## src/rtl/transpose_stream_ctrl.sv

```systemverilog
// Streaming tile transposer: collects a ROWS x COLS tile in row-major order,
// then emits its COLS x ROWS transpose in row-major order.
module transpose_stream_ctrl #(
   parameter int ROWS       = 4,
   parameter int COLS       = 8,
   parameter int DATA_WIDTH = 8
) (
   input  logic                         clk,
   input  logic                         rst_n,
   input  logic                         in_valid,
   output logic                         in_ready,
   input  logic signed [DATA_WIDTH-1:0] in_data,
   output logic                         out_valid,
   input  logic                         out_ready,
   output logic signed [DATA_WIDTH-1:0] out_data,
   output logic                         out_last,
   output logic                         tile_done
);

   localparam int RW = (ROWS > 1) ? $clog2(ROWS) : 1;
   localparam int CW = (COLS > 1) ? $clog2(COLS) : 1;
   localparam logic [RW-1:0] R_LAST = RW'(ROWS - 1);
   localparam logic [CW-1:0] C_LAST = CW'(COLS - 1);

   typedef enum logic {FILL, DRAIN} state_t;

   state_t                         r_state;
   logic [RW-1:0]                  r_wr_r;
   logic [CW-1:0]                  r_wr_c;
   logic [RW-1:0]                  r_rd_i;
   logic [CW-1:0]                  r_rd_j;
   logic signed [DATA_WIDTH-1:0]   r_buf [ROWS][COLS];

   logic w_in_hs;
   logic w_out_hs;

   // Handshake-facing flags are gated by rst_n so they drop during reset.
   assign in_ready  = rst_n && (r_state == FILL);
   assign out_valid = rst_n && (r_state == DRAIN);
   assign out_last  = out_valid && (r_rd_i == R_LAST) && (r_rd_j == C_LAST);
   assign out_data  = r_buf[r_rd_i][r_rd_j];

   assign w_in_hs  = in_valid && in_ready;
   assign w_out_hs = out_valid && out_ready;

   always_ff @(posedge clk) begin
      if (!rst_n) begin
         r_state   <= FILL;
         r_wr_r    <= '0;
         r_wr_c    <= '0;
         r_rd_i    <= '0;
         r_rd_j    <= '0;
         tile_done <= 1'b0;
      end else begin
         tile_done <= 1'b0;
         case (r_state)
            FILL: begin
               if (w_in_hs) begin
                  if (r_wr_c == C_LAST) begin
                     r_wr_c <= '0;
                     if (r_wr_r == R_LAST) begin
                        r_wr_r  <= '0;
                        r_state <= DRAIN;
                     end else begin
                        r_wr_r <= r_wr_r + 1'b1;
                     end
                  end else begin
                     r_wr_c <= r_wr_c + 1'b1;
                  end
               end
            end
            DRAIN: begin
               // Row index is the fast counter so each column is read top to bottom.
               if (w_out_hs) begin
                  if (r_rd_i == R_LAST) begin
                     r_rd_i <= '0;
                     if (r_rd_j == C_LAST) begin
                        r_rd_j    <= '0;
                        r_state   <= FILL;
                        tile_done <= 1'b1;
                     end else begin
                        r_rd_j <= r_rd_j + 1'b1;
                     end
                  end else begin
                     r_rd_i <= r_rd_i + 1'b1;
                  end
               end
            end
            default: r_state <= FILL;
         endcase
      end
   end

   always_ff @(posedge clk) begin
      if (w_in_hs) begin
         r_buf[r_wr_r][r_wr_c] <= in_data;
      end
   end

endmodule

```

## config.mk

```make
export PLATFORM = sky130hd
export DESIGN_NAME = transpose_stream_ctrl
export DESIGN_NICKNAME = d
export VERILOG_FILES = /design/src/rtl/transpose_stream_ctrl.sv
export SDC_FILE = /design/constraint.sdc
export NUM_CORES = 1
export LEC_CHECK = 0
export ABC_AREA = 1
export CELL_PAD_IN_SITES_DETAIL_PLACEMENT = 1
export CELL_PAD_IN_SITES_GLOBAL_PLACEMENT = 1
export CORE_MARGIN = 2
export CORE_UTILIZATION = 35
export CTS_CLUSTER_SIZE = 16
export DETAILED_ROUTE_END_ITERATION = 8
export PLACE_DENSITY = 0.55
export SYNTH_ARGS = -nofsm -noshare
export SYNTH_HDL_FRONTEND = slang
export SYNTH_SLANG_ARGS = --single-unit
```

## constraint.sdc

```tcl
create_clock -name clk -period 2.1 [get_ports clk]
set_clock_uncertainty 0.15 [all_clocks]
set_input_delay 0.315 -clock clk [delete_from_list [all_inputs] [get_ports clk]]
set_output_delay 0.315 -clock clk [all_outputs]
set_load 0.03 [all_outputs]
```

==> run summary <==
status - finished with violations
failing checks - setup timing
worst slew pin tran - 0.501 ns
CP max stage cell - dfxtp_4
Via-to-Cell Ratio - 5.08
Root Buffer - clkbuf_16
final worst setup slack - -0.562 ns
nets@finish - 1099
Core ar. - 31600 um^2
kind of cell adding the most delay to the critical path - simple AND/OR/NAND/NOR gates
Ys Warns - 0
Crit Path Class - reg2out
Initial DRC Count - 519
Die X - 183 um
final worst path period share - 1.27
Post-Syn Area per Cell - 11.4 um^2
fmax - 376 MHz
post-route ant nets - 0
CP max FO - 7
largest area contributor in the netlist - edfxtp_1
Yosys reg bits - 270
CTS tree - built
Site Rows - 65
asr flop ratio synth - 0
pin count of the biggest net entering global routing - 35
Power Density - 807 nW/um^2
initial cell density of the core - 0.356
global-route wire length before repair - 50.6 mm
EDFF count, synth - 256
Synth Net Count - 1005
share of cells above drive strength 1 - 0.257
max-slew violations - 0
TritonCTS Buffers - 30
IO buf count - 23
Final Power - 0.0115 W
Post-CTS Hold Buffers - 0
I/O pin count - 24
wire length per cell - 22.9 um
hold slack - 0.318 ns
Slew Limit Headroom - 0.666
vias in the first global route - 7967
All-Layer GR Usage - 0.206
minimum clock period - 2.66 ns
H-tree levels - 1
crit path DAT - 2.20 ns
cell count after placement - 1432
Min-Delay Path Class - in2reg
initial antenna violation count - 0
P_leak - 5.35 nW
top post-synthesis cells by area - edfxtp_1 68%, nand2_1 13%, nand3_1 8.5%
Layout Cells excl Fill - 1502
post-synth top area share - 0.683
cell area after synthesis - 11300 um^2
critical path cell sequence - buf_12 -> buf_12 -> buf_16 -> nand2_2 -> nand3_2 -> nand3_2 -> nand2_2 -> nand2_1 -> nand2_1 -> nand2_1 -> nand2_2 -> buf_6
diode count - 0
drc violations - 0
Yosys cell types - 23
Clk pin slew, worst setup/hold paths - 0.05 ns
top cells by count, synth - 375 x nand2_1, 256 x edfxtp_1, 192 x nand3_1, 38 x nor2_1, 24 x buf_6
Required @ worst endpoint - 1.63 ns
die outline height - 183 um
Most used DFF post-synth - edfxtp_1
dpl hpwl - 20.2 mm
top-count cell post-synth - nand2_1
clock sink count - 270
Final setup violation count - 9
final hold violations - 0
P&R area growth vs syn - 27.2%
critical path startpoint category - flip-flop
sequential share of the synthesized area - 0.708
Total Routed Length - 34.5 mm
Overflow after GRT - 0
CP peak stage delay - 0.45 ns
critical path capture point type - primary output
Die Area - 33600 um^2
unrepaired setup endpoints after global routing - true
routability cong. - 0.749
via count - 7628
Max Root-Sink Buffers - 3
First-pass DRT Iterations - 4
Max Cap Viol - 0
peak supply drop - 0.000643 V
Post-Syn Instances - 984
Crit path buffers/inverters - 4
clk_lat worst skew - 0.55 ns
[metrics by stage]
stage / worst slack, ns / setup TNS (ns) / utilization / instance area (um^2)
6_report: -0.562 / -4.54 / 0.452 / 14300
5_1_grt: -0.674 / -5.51 / 0.452 / 14300
4_1_cts: -0.586 / -4.89 / 0.439 / 13900
3_5_place_dp: -0.204 / -42.30 / 0.391 / 12400
3_3_place_gp: -0.183 / -35.68 / 0.391 / 12400
2_1_floorplan: 0.0544 / 0 / - / 11300
[cell families after synthesis]
group / after synthesis / synth area share
AO/OA/AOI/OAI: 21 / 0.0110
adder cells (fa/ha/maj): 9 / 0.0100
buffers and inverters: 74 / 0.0441
flip-flops: 270 / 0.708
AND/OR/NAND/NOR: 610 / 0.227
[layout make-up]
type,count,area [um^2]
Fill cell,3268,17300
Clock buffer,41,833
Inverter,21,91.3
Timing Repair Buffer,115,1430
Clock inverter,13,165
Sequential cell,270,7970
Tap cell,402,503
Multi-Input combinational cell,640,3320
[final timing paths]
kind | from | end | slack (ns) | cells past startpoint
min reg2reg | r_rd_i[1]$_SDFFE_PN0P_ | flip-flop | 0.35 | 2
max reg2reg | r_state$_SDFF_PN0_ | r_buf[2][62]$_DFFE_PP_ | 0.34 | 7
max | flip-flop | out_data[4] | -0.56 | 12
min | in_valid | r_wr_c[1]$_SDFFE_PN0P_ | 0.32 | 3
[layer usage]
metal,vias up,wire [um],global-route usage
li1,3593,-,-
met1,3807,15800,0.284
met2,174,16300,0.343
met3,54,1450,0.0272
met4,0,902,0.0602
met5,-,0,0
[tightest hold or removal path, cell delays in order]
cell,delay [ns]
clkdlybuf4s50_1,0.42
nand2_2,0.14
a211oi_1,0.08
[flip-flops by register name (all words and copies together) (netlist names), named ones only]
name       flops
r_rd_j         3
r_state        1
r_wr_r         2
r_buf        256
r_wr_c         3
tile_done      1
r_rd_i         2
[report_power, final]
group	switching [W]	internal, W	total, W
sequential	0.0000107	0.00591	0.00592
combinational	0.000225	0.000102	0.000327
clock	0.00206	0.00324	0.00530
[repair_timing]
item	4_1_cts	5_1_grt
pin swaps	13	67
endpoints found under the setup margin	9	9
buffers inserted	7	0
resized for setup	64	101
gates cloned	8	3
[cell usage in the layout (no fill, tap or decap), types with 12 or more instances in the layout]
cell | netlist | layout
nor2_1 | 38 | 38
nand2_1 | 375 | 316
buf_12 | 0 | 22
buf_4 | 5 | 58
nand2_2 | 1 | 54
clkdlybuf4s50_1 | 0 | 12
inv_1 | 14 | 14
edfxtp_1 | 256 | 256
clkbuf_16 | 0 | 34
nand3_1 | 192 | 122
nand3_2 | 0 | 70
Power figures use the tool's default switching activity.
